===== src/rtl/hydra_pkg.sv =====
// Shared parameters and state encoding for the hydra index/mask datapath blocks.
package hydra_pkg;

   localparam int DATA_W_DEF = 8;
   localparam int IDX_W_DEF  = 4;
   localparam int NONE_IDX   = DATA_W_DEF;

   typedef enum logic {
      ACCUM = 1'b0,
      HOLD  = 1'b1
   } asm_state_t;

endpackage


===== src/rtl/popcount.sv =====
// Combinational population count of a DATA_W-bit vector.
module popcount
   import hydra_pkg::*;
#(
   parameter int DATA_W = DATA_W_DEF,
   parameter int IDX_W  = IDX_W_DEF
) (
   input  logic [DATA_W-1:0] din,
   output logic [IDX_W-1:0]  cnt
);

   always_comb begin
      cnt = '0;
      for (int i = 0; i < DATA_W; i++) begin
         cnt = cnt + IDX_W'(din[i]);
      end
   end

endmodule


===== src/rtl/one_hot_assembler.sv =====
// Collects a stream of bit indices into a multi-hot mask and hands it off
// with a valid/ready handshake, flagging repeated and out-of-range indices.
module one_hot_assembler
   import hydra_pkg::*;
#(
   parameter int DATA_W = DATA_W_DEF,
   parameter int IDX_W  = IDX_W_DEF
) (
   input  logic              clk,
   input  logic              rst_n,
   input  logic [IDX_W-1:0]  idx,
   input  logic              idx_valid,
   input  logic              idx_last,
   output logic              idx_ready,
   output logic [DATA_W-1:0] mask,
   output logic [IDX_W-1:0]  mask_cnt,
   output logic              mask_valid,
   input  logic              mask_ready,
   output logic              dup,
   output logic              err
);

   localparam logic [IDX_W-1:0] NONE = IDX_W'(DATA_W);

   asm_state_t        state_q, state_d;
   logic [DATA_W-1:0] acc_q, acc_d;
   logic [IDX_W-1:0]  cnt_q, cnt_d;
   logic              dup_q, dup_d;
   logic              err_q, err_d;
   logic              live_q;
   logic              xfer;
   logic [DATA_W-1:0] idx_bit;

   // live_q keeps idx_ready low until the first edge after reset release.
   assign idx_ready  = live_q && (state_q == ACCUM);
   assign mask_valid = (state_q == HOLD);
   assign xfer       = idx_valid && idx_ready;
   assign idx_bit    = (idx < NONE) ? (DATA_W'(1) << idx) : '0;

   // Count the next accumulator value so the count is already in step with
   // the mask on the cycle mask_valid rises.
   popcount #(
      .DATA_W(DATA_W),
      .IDX_W (IDX_W)
   ) u_popcount (
      .din(acc_d),
      .cnt(cnt_d)
   );

   always_comb begin
      state_d = state_q;
      acc_d   = acc_q;
      dup_d   = dup_q;
      err_d   = err_q;
      unique case (state_q)
         ACCUM: begin
            if (xfer) begin
               if (idx > NONE) begin
                  err_d = 1'b1;
               end else if ((acc_q & idx_bit) != '0) begin
                  dup_d = 1'b1;
               end
               acc_d = acc_q | idx_bit;
               if (idx_last) begin
                  state_d = HOLD;
               end
            end
         end
         HOLD: begin
            if (mask_ready) begin
               state_d = ACCUM;
               acc_d   = '0;
               dup_d   = 1'b0;
               err_d   = 1'b0;
            end
         end
         default: state_d = ACCUM;
      endcase
   end

   always_ff @(posedge clk or negedge rst_n) begin
      if (!rst_n) begin
         state_q <= ACCUM;
         acc_q   <= '0;
         cnt_q   <= '0;
         dup_q   <= 1'b0;
         err_q   <= 1'b0;
         live_q  <= 1'b0;
      end else begin
         state_q <= state_d;
         acc_q   <= acc_d;
         cnt_q   <= cnt_d;
         dup_q   <= dup_d;
         err_q   <= err_d;
         live_q  <= 1'b1;
      end
   end

   assign mask     = acc_q;
   assign mask_cnt = cnt_q;
   assign dup      = dup_q;
   assign err      = err_q;

endmodule


===== config.mk =====
export PLATFORM = sky130hd
export DESIGN_NAME = one_hot_assembler
export DESIGN_NICKNAME = d
export VERILOG_FILES = /design/src/rtl/hydra_pkg.sv /design/src/rtl/popcount.sv /design/src/rtl/one_hot_assembler.sv
export SDC_FILE = /design/constraint.sdc
export NUM_CORES = 1
export LEC_CHECK = 0
export ABC_AREA = 1
export CORE_ASPECT_RATIO = 0.8
export CORE_MARGIN = 3
export CORE_UTILIZATION = 45
export DETAILED_ROUTE_END_ITERATION = 16
export GPL_TIMING_DRIVEN = 0
export PLACE_DENSITY_LB_ADDON = 0.1
export SLEW_MARGIN = 5
export SYNTH_ARGS = -nofsm -noshare
export SYNTH_HDL_FRONTEND = slang
export SYNTH_HIERARCHICAL = 1
export SYNTH_SLANG_ARGS = --single-unit

===== constraint.sdc =====
create_clock -name clk -period 6 [get_ports clk]
set_input_delay 0.6 -clock clk [delete_from_list [all_inputs] [get_ports clk]]
set_output_delay 0.6 -clock clk [all_outputs]
set_load 0.03 [all_outputs]

Yosys cells after proc, flatten, opt, wreduce, memory -nomap -nowiden
Index checks and enable logic that the tools add are counted.
- $add $sub $neg: 7
- multiply operators: 0
- div/mod/pow operators: 0
- $lt $le $gt $ge: 2
- equal/unequal tests: 5
- shift-type cells: 1
- muxes and demuxes: 16
- bitwise gates (word level): 3
- reduce and logical (&&, ||, !) cells: 5
- operator list (kind ; number):
    4-bit by 1-bit adder with 4-bit output ; 6
    8-bit two-way mux ; 3
    8-bit case mux with 2 select lines ; 1
    1-bit two-way mux ; 9
    8-bit AND ; 1
    8-bit bitwise OR ; 1
    8-bit nonzero test ; 1
    1-bit by 4-bit left shift with 8-bit output, first input constant ; 1
    2-bit inequality test, second input constant ; 3
    1-bit case mux with 2 select lines ; 3
    4-bit > comparator, second input constant ; 1
    4-bit < comparator, second input constant ; 1
    2-bit by 1-bit inequality test with 1-bit output, second input constant ; 2
    4-bit AND reduction ; 1
    3-bit AND reduction ; 1
    1-bit by 1-bit adder with 2-bit output ; 1
    1-bit logical AND ; 2
    1-bit NOT ; 1
- bits in registers: 16
- bits in latches: 0
- bits in writable memories: 0
- ROM bits: 0
- bits of input ports: 9
- logic and storage cells: 45
- memories kept: 0

Longest topological paths before layout
Gate-level depths: netlist (run 1).
- word-level depth: 12
- depth in mapped cells: 14

Cells and area by module
The synthesis (run 1) kept the hierarchy.
- modules (own cells, without submodules) (module ; times used ; cells an instance ; area each (µm²)):
    one_hot_assembler ; 1 ; 66 ; 676.9
    popcount ; 1 ; 28 ; 197.7

Worst setup path before layout (run 1)
OpenSTA, ideal clock, no wires.
- path kind: register to register
- start: reg state_q (netlist: mask_valid)
- end: reg cnt_q[1] (netlist: mask_cnt[1])
- arrival: 3.427 ns
- data required time: 5.886 ns
- setup slack: 2.460 ns
- stages on the path, launching flop included: 11
- buffers on the path: 0
- period minus slack after synthesis: 3.540 ns
- cell sequence: dfrtp_1 nor2_1 nand2_1 inv_2 a32o_1 inv_1 fa_1 fa_1 fa_1 fa_1 inv_1
- elaborated cells between the ends (all ways): 12
- those cells by class: add/sub: 7; mux: 2; bitwise: 1; reduce/logical: 2
- RTL lines (what ; line ; RTL):
    start, declared ; one_hot_assembler.sv:25 ; asm_state_t state_q, state_d;
    start signal, assigned ; one_hot_assembler.sv:90 ; state_q <= state_d;
    1-bit NOT ; -- ;
    1-bit logical AND ; one_hot_assembler.sv:35 ; assign idx_ready = live_q && (state_q == ACCUM);
    named net idx_ready ; one_hot_assembler.sv:14 ; output logic idx_ready,
    1-bit logical AND ; one_hot_assembler.sv:37 ; assign xfer = idx_valid && idx_ready;
    8-bit two-way mux ; one_hot_assembler.sv:57 ; if (xfer) begin
    8-bit case mux with 2 select lines ; one_hot_assembler.sv:55 ; unique case (state_q)
    named net acc_d[2] ; one_hot_assembler.sv:26 ; logic [DATA_W-1:0] acc_q, acc_d;
    4-bit by 1-bit adder with 4-bit output (6 in a row) ; popcount.sv:15 ; cnt = cnt + IDX_W'(din[i]);
    named net cnt_d[1] ; one_hot_assembler.sv:27 ; logic [IDX_W-1:0] cnt_q, cnt_d;
    end signal, assigned ; one_hot_assembler.sv:92 ; cnt_q <= cnt_d;
    end, declared ; one_hot_assembler.sv:27 ;
The timed path passes the listed nets, and every way through them passes these cells.
A chain may end at the register's enable or synchronous reset.

Worst setup path after layout (run 1)
- start: in idx[3]
- end: reg cnt_q[2] (netlist: mask_cnt[2])
- elaborated cells between the ends (all ways): 13
- those cells by class: add/sub: 7; order compare: 1; shift: 1; mux: 3; bitwise: 1
- RTL lines (what ; line ; RTL):
    start, declared ; one_hot_assembler.sv:11 ; input logic [IDX_W-1:0] idx,
    4-bit < comparator / 1-bit by 4-bit left shift with 8-bit output (equally long branches) ; one_hot_assembler.sv:38 ; assign idx_bit = (idx < NONE) ? (DATA_W'(1) << idx) : '0;
    8-bit two-way mux * ; one_hot_assembler.sv:38 ;
    8-bit bitwise OR * ; one_hot_assembler.sv:63 ; acc_d = acc_q | idx_bit;
    8-bit two-way mux * ; one_hot_assembler.sv:57 ;
    8-bit case mux with 2 select lines * ; one_hot_assembler.sv:55 ;
    named net acc_d[2] ; one_hot_assembler.sv:26 ;
    4-bit by 1-bit adder with 4-bit output * (6 in a row) ; popcount.sv:15 ;
    named net cnt_d[2] ; one_hot_assembler.sv:27 ;
Mark *: on every way through the listed nets, which the timed path passes. The rest lies on a longest branch.

==> results.sh, run 1 <==
export IMPL_status="finished, final reports clean"
export IMPL_io_pins=25
export IMPL_gp_congestion=0.8162
export IMPL_postRouteAntennaNets=0
export IMPL_r2r_slack_ps=2810
export IMPL_fin_cells=144
export IMPL_timing_hold_ws_ps=521.3
export IMPL_io_buffers=24
export IMPL_fp_dieArea_mm2=0.002512
export IMPL_yosysUniqueCellTypes=16
export IMPL_start_util_pct=50.73
export IMPL_hold_start="err$_DFFE_PN0P_"
export IMPL_relSlewSlack_pct=53.02
export IMPL_synthTopCellsByArea="dfrtp_1 (46%), inv_1 (9.9%), a32o_1 (9.2%)"
export IMPL_utilization_pct=68.36
export IMPL_synthTopCellsByCount="inv_1 (23), dfrtp_1 (16), nand2_1 (15), nand3_1 (9), a32o_1 (8)"
export IMPL_die_y_um=45.43
export IMPL_worstReg2RegStart="mask_valid$_DFF_PN0_"
export IMPL_cp_slowest_cell="fa_1"
export IMPL_tritoncts="yes"
export IMPL_synth_edff_count=0
export IMPL_dieWidth_um=55.29
export IMPL_power_density_mw_per_mm2=286.7
export IMPL_ys_warnings_count=6
export IMPL_period_needed_ps=3492
export IMPL_multi_input_area_um2=384.1
export IMPL_antenna_found_initial=0
export IMPL_ys_seq_elements=16
export IMPL_critPathKind="primary input to flop"
export IMPL_grt_pass1_wl_um=3063
export IMPL_ctsHoldBuffers=0
export IMPL_yosysMostFrequentCell="inv_1"
export IMPL_critPathArrivalTime_ps=3680
export IMPL_rsz0062_at_grt="false"
export IMPL_layout_drive_gt1_share_pct=9.016
export IMPL_wl_per_cell_um=12.82
export IMPL_grt_pass1_vias=693
export IMPL_synth_top_area_share_pct=45.78
export IMPL_synth_avg_cell_area_um2=9.304
export IMPL_worstMarginPinSlew_ps=702.5
export IMPL_overflow=0
export IMPL_cts_resized=0
export IMPL_fin_crit_sh_pct=58.20
export IMPL_firstDrtPassIters=4
export IMPL_dpl_worst_slack_ps=2225
export IMPL_cts_buffers_inserted=3
export IMPL_crit_buf_inv=2
export IMPL_routed_via_density=5.361
export IMPL_r2r_cells=11
export IMPL_setup_viol=0
export IMPL_synthArstFlopShare_pct=100.0
export IMPL_drc_errors=0
export IMPL_yosysSeqAreaShare_pct=45.78
export IMPL_hp_class="flop to flop"
export IMPL_dp_hpwl_um=1409
export IMPL_fin_setup_tns_ps=0
export IMPL_cts_sinks=16
export IMPL_area_growth_pct=34.76
export IMPL_r2r_end="mask_cnt[2]$_DFF_PN0_"
export IMPL_worstPathMaxFanout=8
export IMPL_synth_nets=110
export IMPL_start_kind="primary input"
export IMPL_clkSlewWorstSetupHoldPaths_ps=90
export IMPL_clk_latency_ps=290
export IMPL_grtUsageTotal_pct=16.03
export IMPL_min_to="err$_DFFE_PN0P_"
export IMPL_grt_max_degree=17
export IMPL_core_area_mm2=0.001724
export IMPL_synth_flop_cell="dfrtp_1"
export IMPL_crit_top_cell="fa_1"
export IMPL_synthCells=94
export IMPL_cpLargestDelayFamily="adder cells"
export IMPL_required_ps=6190
export IMPL_min_path_cells=2
export IMPL_cp_end_kind="flop"
export IMPL_path_cells="clkdlybuf4s50_1 -> nor2_2 -> a32o_1 -> inv_1 -> fa_1 -> fa_1 -> fa_1 -> fa_1 -> nand2_1 -> nand2_1"
export IMPL_finClkSkew_ps=2.122
export IMPL_slew_viol_final=0
export IMPL_yosysTopAreaCell="dfrtp_1"
export IMPL_fillers=147
export IMPL_seq_area_um2=400.4
export IMPL_fin_ws_ps=2508
export IMPL_max_cap_viol_count=0
export IMPL_cp_slowest_stage_delay_ps=570
export IMPL_dp_cells=140
export IMPL_p_leak_nw=0.5920
export IMPL_clockBufferDepth=2
export IMPL_drtIter0Drc=34
export IMPL_vias=772
export IMPL_ir_drop_uv=183.4
export IMPL_rows=13
export IMPL_max_freq_mhz=286.3
export IMPL_hold_viol=0
export IMPL_h_tree_depth=1
export IMPL_routed_wl_um=1846
export IMPL_cts_root_buffer="clkbuf_4"
export IMPL_antennaDiodeCount=0
export IMPL_syn_area_um2=874.6
export IMPL_layout_nets=139
export IMPL_post_cts_buffers=0
==> per-layer routing <==
layer  global-route usage [%]  wire length (µm)  vias to the layer above
met5                        0                 0                        -
met4                    5.340                 8                        0
met3                    6.799               149                        2
met2                    25.94               873                       34
met1                    19.71               815                      379
li1                         -                 -                      357
==> area by class of cell <==
cell class	instances	area share (%)
tap	22	2.335
sequential	16	33.97
clock buffer	4	3.079
multi-input combinational	54	32.59
timing repair buffer	24	20.38
inverter	24	7.643
==> worst min-delay path: stages, from the launching register on <==
cell and delay [ps]:
dfrtp_1 360, a21oi_1 50, nor2_1 80
==> metrics by stage <==
step | total power [mW] | cell area, µm²
floorplan | 0.2142 | 874.6
CTS | 0.3415 | 1179
global route | 0.3578 | 1179
finish | 0.3379 | 1179
detailed placement | 0.2694 | 1142
global placement | 0.2650 | 1142
==> registers in the layout, summed over array words and instances (netlist names) <==
register,cells
mask,8
err,1
mask_valid,1
mask_cnt,4
live_q,1
dup,1
==> layout by cell type (no fill, tap or decap), drive strengths merged <==
master / Yosys / layout
dfrtp: 16 / 16
nand2: 15 / 15
inv: 24 / 24
a32o: 8 / 8
nor2: 10 / 10
conb: 1 / 1
nand3: 9 / 9
a21boi: 1 / 1
ha: 3 / 3
a21oi: 2 / 2
fa: 4 / 4
clkdlybuf4s50: 0 / 24
o21ai: 1 / 1
clkbuf: 0 / 4
==> logic make-up after synthesis <==
family	after synthesis	share of synthesized area, %
AO/OA/AOI/OAI	12	12.16
adder cells (fa/ha/maj)	7	13.45
buffers and inverters	24	10.30
flip-flops	16	45.78
other	1	0.4288
AND/OR/NAND/NOR	34	17.88
==> power by group <==
group	internal [mW]	switching [mW]	leakage, nW
clock network	0.0370	0.0341	0.0210
logic	0.0557	0.0775	0.360
registers	0.125	0.00888	0.211
total	0.217	0.121	0.592
==> worst max-delay path by stage <==
stage / start / cells past startpoint / slack (ps) / to
after detailed placement: idx[3] / 10 / 2220 / mask_cnt[2]$_DFF_PN0_
after global routing: idx[3] / 10 / 2420 / mask_cnt[2]$_DFF_PN0_
final: idx[3] / 10 / 2510 / mask_cnt[2]$_DFF_PN0_
after floorplan: mask_valid$_DFF_PN0_ / 10 / 2460 / mask_cnt[1]$_DFF_PN0_
after global placement: idx[3] / 9 / 2250 / mask_cnt[1]$_DFF_PN0_
after CTS: idx[3] / 10 / 2540 / mask_cnt[2]$_DFF_PN0_
No activity file was read; power rests on OpenSTA's default activity.
==> run 2: changes to the inputs <==
--- a/config.mk
+++ b/config.mk
@@ -8,7 +8,7 @@
 export ABC_AREA = 1
 export CORE_ASPECT_RATIO = 0.8
 export CORE_MARGIN = 3
-export CORE_UTILIZATION = 45
+export CORE_UTILIZATION = 41
 export DETAILED_ROUTE_END_ITERATION = 16
 export GPL_TIMING_DRIVEN = 0
 export PLACE_DENSITY_LB_ADDON = 0.1
==> constraint.sdc (replaced) <==
create_clock -name clk -period 2.9 [get_ports clk]
set_input_delay 0.29 -clock clk [delete_from_list [all_inputs] [get_ports clk]]
set_output_delay 0.29 -clock clk [all_outputs]
set_load 0.03 [all_outputs]
==> run 2 against run 1 <==
Compared with the run above:
- largest cell class is now multi-input combinational cells
- first-iteration DRC count fell by 35%
- the flow now finishes with violations (negative setup slack)
- critical endpoint unchanged
- combinational power rose by 110%
- final area rose by 4.2%
- setup slack got worse by 2500 ps
==> results.sh, run 2 (synthesis results as in run 1) <==
export IMPL_power_density_mw_per_mm2=551.4
export IMPL_status="finished with violations"
export IMPL_r2r_end="mask_cnt[2]$_DFF_PN0_"
export IMPL_relSlewSlack_pct=52.27
export IMPL_antennaDiodeCount=0
export IMPL_path_cells="nor2_4 -> nand2_2 -> inv_4 -> a32o_2 -> inv_2 -> fa_1 -> fa_1 -> fa_2 -> fa_1 -> nand2_1 -> nand2_1"
export IMPL_area_growth_pct=40.49
export IMPL_cp_end_kind="flop"
export IMPL_worstPathMaxFanout=5
export IMPL_cp_slowest_stage_delay_ps=550
export IMPL_dieWidth_um=57.64
export IMPL_drc_errors=0
export IMPL_layout_drive_gt1_share_pct=17.32
export IMPL_clk_latency_ps=290
export IMPL_p_leak_nw=0.6241
export IMPL_fin_ws_ps=-30.72
export IMPL_hold_viol=0
export IMPL_fin_setup_tns_ps=-57.24
export IMPL_fp_dieArea_mm2=0.002727
export IMPL_r2r_cells=11
export IMPL_cts_sinks=16
export IMPL_cts_root_buffer="clkbuf_4"
export IMPL_r2r_slack_ps=-30
export IMPL_dp_hpwl_um=1411
export IMPL_largest_reg_flops=8
export IMPL_fillers=177
export IMPL_rsz0062_at_grt="true"
export IMPL_layout_common_cells="inv_1 (22), clkdlybuf4s50_1 (20), dfrtp_1 (15), nand2_1 (13), nand3_1 (9)"
export IMPL_wl_per_cell_um=12.10
export IMPL_vias=750
export IMPL_io_pins=25
export IMPL_drtIter0Drc=22
export IMPL_hp_class="primary input to async pin"
export IMPL_die_y_um=47.31
export IMPL_start_util_pct=44.98
export IMPL_finClkSkew_ps=15.42
export IMPL_max_freq_mhz=341.2
export IMPL_grt_pass1_vias=713
export IMPL_crit_buf_inv=2
export IMPL_dp_cells=142
export IMPL_critPathArrivalTime_ps=3100
export IMPL_final_common_cell="inv_1"
export IMPL_slew_viol_final=0
export IMPL_cts_buffers_inserted=3
export IMPL_rows=14
export IMPL_postRouteAntennaNets=0
export IMPL_core_area_mm2=0.001944
export IMPL_io_buffers=24
export IMPL_required_ps=3070
export IMPL_overflow=0
export IMPL_grt_pass1_wl_um=3056
export IMPL_grt_max_degree=17
export IMPL_setup_viol=2
export IMPL_timing_hold_ws_ps=415.2
export IMPL_crit_top_cell="fa_1"
export IMPL_failed_checks="negative setup slack"
export IMPL_tritoncts="yes"
export IMPL_cp_slowest_cell="fa_1"
export IMPL_grtUsageTotal_pct=14.98
export IMPL_worstReg2RegStart="mask_valid$_DFF_PN0_"
export IMPL_layout_nets=144
export IMPL_fin_crit_sh_pct=101.1
export IMPL_period_needed_ps=2931
export IMPL_critPathKind="flop to flop"
export IMPL_start_kind="flop"
export IMPL_clkSlewWorstSetupHoldPaths_ps=100
export IMPL_utilization_pct=63.19
export IMPL_firstDrtPassIters=4
export IMPL_ir_drop_uv=336.8
export IMPL_gp_congestion=0.8030
export IMPL_antenna_found_initial=0
export IMPL_max_cap_viol_count=0
export IMPL_routed_wl_um=1827
export IMPL_clockBufferDepth=2
export IMPL_fin_cells=151
export IMPL_worstMarginPinSlew_ps=713.8
export IMPL_h_tree_depth=1
export IMPL_cpLargestDelayFamily="adder cells"
export IMPL_routed_via_density=4.967
run 2: per-stage QoR:
step	cell area, µm²	worst slack [ps]	total power [mW]
after floorplan	890.9	-189.6	0.4479
after global placement	1161	-504.9	0.5558
after detailed placement	1161	-505.4	0.5612
after CTS	1229	-23.45	0.6871
after global routing	1229	-165.2	0.7210
final	1229	-30.72	0.6774
run 2: timing repair:
item | 4_1_cts | 5_1_grt
gates resized for setup | 8 | 0
endpoints found under the setup margin | 2 | 2
pin swaps | 3 | 0
hold buffers | 0 | 0
setup buffers | 5 | 0
run 2: final cells by class:
| class | count | area, µm² | area share, % |
|---|---|---|---|
| flip-flops and latches | 16 | 401.6 | 32.69 |
| clock buffers | 4 | 26.28 | 2.138 |
| multi-input cells | 54 | 405.4 | 32.99 |
| inverters | 24 | 92.59 | 7.536 |
| repair buffers | 29 | 272.8 | 22.20 |
| well taps | 24 | 30.03 | 2.444 |
run 2: how the worst max path moves through the flow:
stage,startpoint,to,slack (ps),cells after the start
6_report,mask_valid$_DFF_PN0_,mask_cnt[2]$_DFF_PN0_,-30,11
5_1_grt,mask_valid$_DFF_PN0_,mask_cnt[2]$_DFF_PN0_,-170,11
4_1_cts,mask_valid$_DFF_PN0_,mask_cnt[2]$_DFF_PN0_,-20,11
3_5_place_dp,idx[3],mask_cnt[2]$_DFF_PN0_,-510,10
3_3_place_gp,idx[3],mask_cnt[1]$_DFF_PN0_,-500,9
2_1_floorplan,mask_valid$_DFF_PN0_,mask_cnt[1]$_DFF_PN0_,-190,10
run 2: power breakdown:
| group | switching, mW | internal (mW) | total [mW] | leakage (nW) |
|---|---|---|---|---|
| Sequential | 0.0182 | 0.258 | 0.276 | 0.210 |
| Clock | 0.0679 | 0.0534 | 0.121 | 0.0150 |
| Combinational | 0.161 | 0.119 | 0.280 | 0.399 |
run 2: worst reg2reg max path, stage by stage, from the launching register on:
cell and delay, ps:
dfrtp_2 450, nor2_4 100, nand2_2 80, inv_4 80, a32o_2 190, inv_2 40
fa_1 550, fa_1 440, fa_2 370, fa_1 390, nand2_1 80, nand2_1 50
run 2: metal layers:
layer	vias to the layer above	GRT usage, %	routed length (µm)
met1	355	17.15	722
li1	366	-	-
met2	27	27.48	920
met3	2	5.769	174
met4	0	2.778	10
met5	-	0	0
==> run 3: changes to the inputs <==
--- a/config.mk
+++ b/config.mk
@@ -5,10 +5,9 @@
 export SDC_FILE = /design/constraint.sdc
 export NUM_CORES = 1
 export LEC_CHECK = 0
-export ABC_AREA = 1
 export CORE_ASPECT_RATIO = 0.8
 export CORE_MARGIN = 3
-export CORE_UTILIZATION = 41
+export CORE_UTILIZATION = 45
 export DETAILED_ROUTE_END_ITERATION = 16
 export GPL_TIMING_DRIVEN = 0
 export PLACE_DENSITY_LB_ADDON = 0.1
==> constraint.sdc (replaced) <==
create_clock -name clk -period 2.99 [get_ports clk]
set_input_delay 0.299 -clock clk [delete_from_list [all_inputs] [get_ports clk]]
set_output_delay 0.299 -clock clk [all_outputs]
set_load 0.03 [all_outputs]
==> run 3 against run 2 <==
Compared with the run above:
- the run still ends with negative setup slack left
- die area shrank 6.4%
- combinational power fell by 5%
- routed wire length rose by 7.0%
- global-route usage grew 2.5 points
- clock power grew 21%
- non-clock buffer count up 3
- area after synthesis is 1.9% higher
- sequential share of layout area decreased by 0.65 points
==> results.sh, run 3 <==
export IMPL_placed_cell_area_mm2=0.001161
export IMPL_start_util_pct=51.19
export IMPL_cts_root_buffer="clkbuf_4"
export IMPL_synth_nets=97
export IMPL_fp_dieArea_mm2=0.002553
export IMPL_status="finished with violations"
export IMPL_hold_start="idx[0]"
export IMPL_fin_cells=136
export IMPL_layout_nets=131
export IMPL_fillers=123
export IMPL_failed_checks="negative setup slack"
export IMPL_drtIter0Drc=19
export IMPL_layout_common_cells="clkdlybuf4s50_1 (20), dfrtp_1 (15), inv_1 (14), buf_4 (7), nand2_1 (5)"
export IMPL_pwr_share_comb_pct=39.2
export IMPL_clk_latency_ps=290
export IMPL_clkSlewWorstSetupHoldPaths_ps=90
export IMPL_synthCells=81
export IMPL_overflow=0
export IMPL_dieWidth_um=55.75
export IMPL_postRouteAntennaNets=0
export IMPL_worstReg2RegStart="mask_valid$_DFF_PN0_"
export IMPL_ys_seq_elements=16
export IMPL_critPathKind="flop to flop"
export IMPL_synthMuxAreaShare_pct=3.371
export IMPL_max_cap_viol_count=0
export IMPL_yosysUniqueCellTypes=28
export IMPL_ir_drop_uv=384.2
export IMPL_p_leak_nw=0.5651
export IMPL_io_pins=25
export IMPL_grtUsageTotal_pct=17.47
export IMPL_cp_slowest_cell="fa_1"
export IMPL_synth_compound_area_share_pct=15.87
export IMPL_cp_end_kind="flop"
export IMPL_fin_ws_ps=-175.5
export IMPL_slew_viol_final=0
export IMPL_final_common_cell="clkdlybuf4s50_1"
export IMPL_switching_power_mw=0.2383
export IMPL_io_buffers=23
export IMPL_synth_top_family_by_area="compound AO/OA/AOI/OAI gates"
export IMPL_synthArstFlopShare_pct=100.0
export IMPL_routed_via_density=5.213
export IMPL_fin_crit_sh_pct=105.9
export IMPL_synthXorXnorAreaFrac_pct=0.9831
export IMPL_yosysMostFrequentCell="dfrtp_1"
export IMPL_finClkSkew_ps=2.690
export IMPL_synthSimpleGateAreaFrac_pct=12.22
export IMPL_synth_top_area_share_pct=44.94
export IMPL_worstMarginPinSlew_ps=706.2
export IMPL_rows=13
export IMPL_relSlewSlack_pct=52.77
export IMPL_layout_drive_gt1_share_pct=22.81
export IMPL_timing_hold_ws_ps=266.2
export IMPL_grt_pass1_wl_um=3243
export IMPL_antenna_found_initial=0
export IMPL_drc_errors=0
export IMPL_synth_flop_cell="dfrtp_1"
export IMPL_synthTopCellsByCount="dfrtp_1 (16), inv_1 (14), nand2_1 (7)"
export IMPL_wl_per_cell_um=14.37
export IMPL_cp_slowest_stage_delay_ps=570
export IMPL_required_ps=3190
export IMPL_crit_buf_inv=2
export IMPL_synthTopCellsByArea="dfrtp_1 (45%), fa_1 (9.0%), inv_1 (5.9%)"
export IMPL_grt_pass1_vias=699
export IMPL_antennaDiodeCount=0
export IMPL_max_freq_mhz=315.9
export IMPL_stdcell_area_mm2=0.001254
export IMPL_largest_reg_flops=8
export IMPL_sw_frac_of_total_pct=35.12
export IMPL_hold_viol=0
export IMPL_dp_cells=126
export IMPL_die_y_um=45.80
export IMPL_worstPathMaxFanout=8
export IMPL_rsz0062_at_grt="true"
export IMPL_core_area_mm2=0.001740
export IMPL_dp_hpwl_um=1427
export IMPL_cpLargestDelayFamily="adder cells"
export IMPL_yosysTopAreaCell="dfrtp_1"
export IMPL_clockBufferDepth=2
export IMPL_period_needed_ps=3165
export IMPL_critPathArrivalTime_ps=3370
export IMPL_routed_wl_um=1954
export IMPL_synth_edff_count=0
export IMPL_synth_adder_area_share_pct=13.20
export IMPL_gp_congestion=0.7926
export IMPL_utilization_pct=72.03
export IMPL_vias=709
export IMPL_ctsHoldBuffers=0
export IMPL_power_density_mw_per_mm2=541.1
export IMPL_syn_area_um2=890.9
export IMPL_ys_warnings_count=6
export IMPL_firstDrtPassIters=4
export IMPL_grt_max_degree=17
export IMPL_tritoncts="yes"
export IMPL_cts_sinks=16
export IMPL_h_tree_depth=1
export IMPL_power_clock_fraction_pct=21.5
export IMPL_synth_avg_cell_area_um2=11.00
export IMPL_setup_viol=3
export IMPL_sequentialPowerShare_pct=39.3
export IMPL_power_internal_mw=0.4401
export IMPL_path_cells="nor3_4 -> nand2_2 -> o31ai_4 -> inv_1 -> fa_1 -> fa_1 -> fa_2 -> fa_2 -> inv_1"
export IMPL_hp_class="primary input to flop"
export IMPL_start_kind="flop"
export IMPL_cp_startpoint="mask_valid$_DFF_PN0_"
export IMPL_area_growth_pct=40.73
export IMPL_cts_buffers_inserted=3
export IMPL_yosysSeqAreaShare_pct=44.94
## run 3: kinds of logic (layout without fill, tap and decap cells)
logic type	count (synthesis)	in the layout
AND/OR/NAND/NOR	16	16
multiplexers	3	3
other	1	1
flip-flops	16	16
XOR/XNOR	1	1
AO/OA/AOI/OAI	19	19
buffers and inverters	18	51
adder cells (fa/ha/maj)	7	7
## run 3: area by class of cell
class	count	area [µm²]	share of cell area [%]
multi-input cells	47	436.7	34.83
flip-flops and latches	16	401.6	32.04
plain buffers	2	16.27	1.297
repair buffers	30	279.0	22.26
clock buffers	4	36.28	2.894
well taps	22	27.53	2.196
inverters	15	56.30	4.491
## run 3: per-stage QoR
stage	worst slack (ps)	power, mW	setup TNS (ps)
floorplan	-167.9	0.4273	-334.7
global placement	-628.3	0.5225	-1773
detailed placement	-623.3	0.5268	-1729
CTS	-169.9	0.6795	-268.0
global route	-279.3	0.7230	-657.9
finish	-175.5	0.6784	-325.5
## run 3: per-layer routing
layer  routed length (µm)  vias to the layer above  track usage, %
met2                  904                       35           28.54
li1                     -                      337               -
met1                  863                      333           21.29
met5                    0                        -               0
met4                   22                        0           8.738
met3                  164                        4           5.666
## run 3: repair_timing
item / CTS / global route
setup endpoints to repair: 2 / 3
hold endpoints to repair: 0 / 0
resized for setup: 9 / 0
pin swaps: 8 / 2
gates cloned: 0 / 0
buffers inserted: 5 / 2
## run 3: path summary, 6_finish.rpt
kind | slack (ps) | cells after the start | end
setup / recovery | -180 | 9 | mask_cnt[1]$_DFF_PN0_
hold / removal | 270 | 2 | mask[6]$_DFF_PN0_
setup reg to reg | -180 | 9 | mask_cnt[1]$_DFF_PN0_
hold reg to reg | 550 | 2 | err$_DFFE_PN0P_
max in group asynchronous | 2080 | 1 | mask_valid$_DFF_PN0_
min in group asynchronous | 420 | 1 | mask[7]$_DFF_PN0_
## run 3: power by group through the flow
stage                     sequential [mW]  combinational [mW]  clock (mW)
after floorplan                     0.325               0.102           0
after global placement              0.267               0.256           0
after detailed placement            0.267               0.259           0
after CTS                           0.266               0.263       0.151
after global routing                0.271               0.287       0.165
final                               0.266               0.266       0.146
==> patch (flow settings as in run 3) <==
The package constant `IDX_W_DEF` goes from 4 to 6.
--- a/src/rtl/hydra_pkg.sv
+++ b/src/rtl/hydra_pkg.sv
@@ -4,3 +4,3 @@
    localparam int DATA_W_DEF = 8;
-   localparam int IDX_W_DEF  = 4;
+   localparam int IDX_W_DEF  = 6;
    localparam int NONE_IDX   = DATA_W_DEF;
Ports: changed (resized idx and mask_cnt); port bits go from 25 to 29. No check against the original RTL was run, so the function may have changed too.
==> patch against run 3 <==
Hold slack gained 40 ps; the flow still finishes with violations (setup timing); cell area rose by 12%; critical endpoint unchanged; combinational power down 47%; critical path type is now in -> reg; setup slack better by 130 ps; total power fell by 18%; wire length increased by 6.7%; sequential cell count is 2 higher; area after synthesis up 4.9%; clock power rose by 3%.
==> patch: results (changes against run 3) <==
Layout
  • Max FFs per register: 8 (unchanged)
  • Layout net count: 139 (+6.1%)
  • N_diodes: 0 (unchanged)
  • Fill cell count: 146 (+19%)
  • Layout cell share with drive strength beyond 1: 0.300 (+0.0719)

Yosys
  • Top post-synthesis cells by count: 18 x dfrtp_1, 13 x inv_1, 10 x nand2_1
  • Share of flip-flops with an asynchronous set or reset: 1.00 (unchanged)
  • Synth unique cells: 25 (-11%)
  • Post-synth top area share: 0.482 (+0.0325)
  • Top post-synthesis cells by area: dfrtp_1 48%, fa_1 8.6%, a32o_1 5.4%
  • Synth warnings: 6 (unchanged)
  • Top FF cell, synth: dfrtp_1
  • Sequential area share after synthesis: 0.482 (+0.0325)

Routing
  • DR iter-0 viols: 13 (-6)
  • Wirelength, routed: 2.09 mm (+6.7%)
  • Vias per inst: 5.06 (-3.0%)
  • Drt pass-1 iters: 4 (unchanged)

Clock tree
  • Root Driver: clkbuf_4
  • CTS buffer count: 3 (unchanged)
  • H-tree Lvls: 1 (unchanged)
  • Clk_lat worst skew: 290 ps (about the same)
  • Hold Buf Count CTS: 0 (unchanged)
  • Clock-pin slew of the registers on the worst-case setup and hold paths: 110 ps (+20 ps)
  • Clk buf depth: 2 (unchanged)

Run status
  • Status: complete, but fails checks
  • Failing checks: setup timing

Worst setup path
  • Crit path kind: in -> reg
  • Crit path max fanout: 7 (-1)
  • CP top delay family: adder cells
  • Reg-to-reg slack, setup: -30 ps (+150 ps)
  • Worst Reg-to-Reg Cells: 9 (unchanged)
  • Reg2reg end: mask_cnt[1]$_DFF_PN0_
  • Largest stage delay on the critical path: 560 ps
  • Crit-path slowest cell: clkdlybuf4s50_1
  • Reg-to-Reg Start: mask_valid$_DFF_PN0_
  • CP startpoint: idx[1]
  • Worst Path Arrival: 3230 ps (-140 ps)

Worst hold path
  • Worst Hold Depth: 3 (+1)
  • Min-delay src: idx[0]
  • Worst min path class: in -> reg
  • Worst Hold End: mask[3]$_DFF_PN0_

STA
  • Clk_skew: 5.64 ps (+2.95 ps)
  • Setup tns final: -69.9 ps (+256 ps)
  • Final setup vio count: 2 (-1)
  • Slack of the critical path: -45.8 ps (+130 ps)
  • Worst slew pin tran: 829 ps (+123 ps)

Placed design
  • Buffers on Ports: 27 (+17%)
  • Detailed placement HPWL: 1.50 mm (+5.1%)
  • Placer Congestion: 0.811 (+2.3%)
  • DP Area: 1260 µm² (+8.7%)

Global route
  • First-pass GRT wire length: 3.66 mm (+13%)
  • Initial antenna violation count: 0 (unchanged)
  • Vias in the first global route: 772 (+10%)
  • Largest net degree at the start of global routing: 19 (+2)
  • Total track usage: 0.186 (+0.0109)

Power
  • Pleak: 0.000635 µW (+12%)
  • VDD IR-drop max: 0.324 mV (-16%)
-- patch: per-stage QoR --
stage / power, µW / util / setup slack, ps / cells / hold slack (ps)
5_1_grt: 591 / 0.729 / -167 / 144 / 299
4_1_cts: 562 / 0.718 / -56.4 / 143 / 305
6_report: 559 / 0.729 / -45.8 / 144 / 306
3_3_place_gp: 401 / 0.655 / -719 / 133 / 474
3_5_place_dp: 402 / 0.655 / -796 / 133 / 482
2_1_floorplan: 343 / - / -206 / 82 / 3.41
-- patch: layout make-up --
| class | instances | share of cell area |
|---|---|---|
| clock buffer | 4 | 0.0258 |
| buffer | 3 | 0.0187 |
| sequential | 18 | 0.322 |
| tap | 24 | 0.0214 |
| multi-input combinational | 48 | 0.357 |
| timing repair buffer | 34 | 0.221 |
| inverter | 13 | 0.0348 |
-- patch: logic make-up after synthesis --
family	count (synthesis)	share of synthesized area
simple gates	20	0.116
other cells	2	0.00804
compound gates	13	0.122
xor+xnor	1	0.00937
buf+inv	16	0.0803
fa+ha+maj	7	0.126
flops	18	0.482
mux	4	0.0562
-- patch: per-layer routing --
layer / vias up / part of all wire / global-route usage
met5: - / 0 / 0
met4: 0 / 0.0082 / 0.0556
met3: 2 / 0.059 / 0.0659
met2: 17 / 0.49 / 0.321
met1: 360 / 0.44 / 0.225
li1: 349 / - / -
-- patch: power by group --
part	leakage, µW	internal [µW]	switching [µW]
Clock	0.0000210	74.2	76.4
Combinational	0.000377	63.4	78.2
Sequential	0.000238	258	8.31
Total	0.000635	396	163
-- patch: what timing repair did --
action | 4_1_cts | 5_1_grt
gates resized for setup | 14 | 8
endpoints found under the setup margin | 4 | 2
setup buffers | 6 | 1
hold endpoints to repair | 0 | 0
pin swaps | 10 | 8
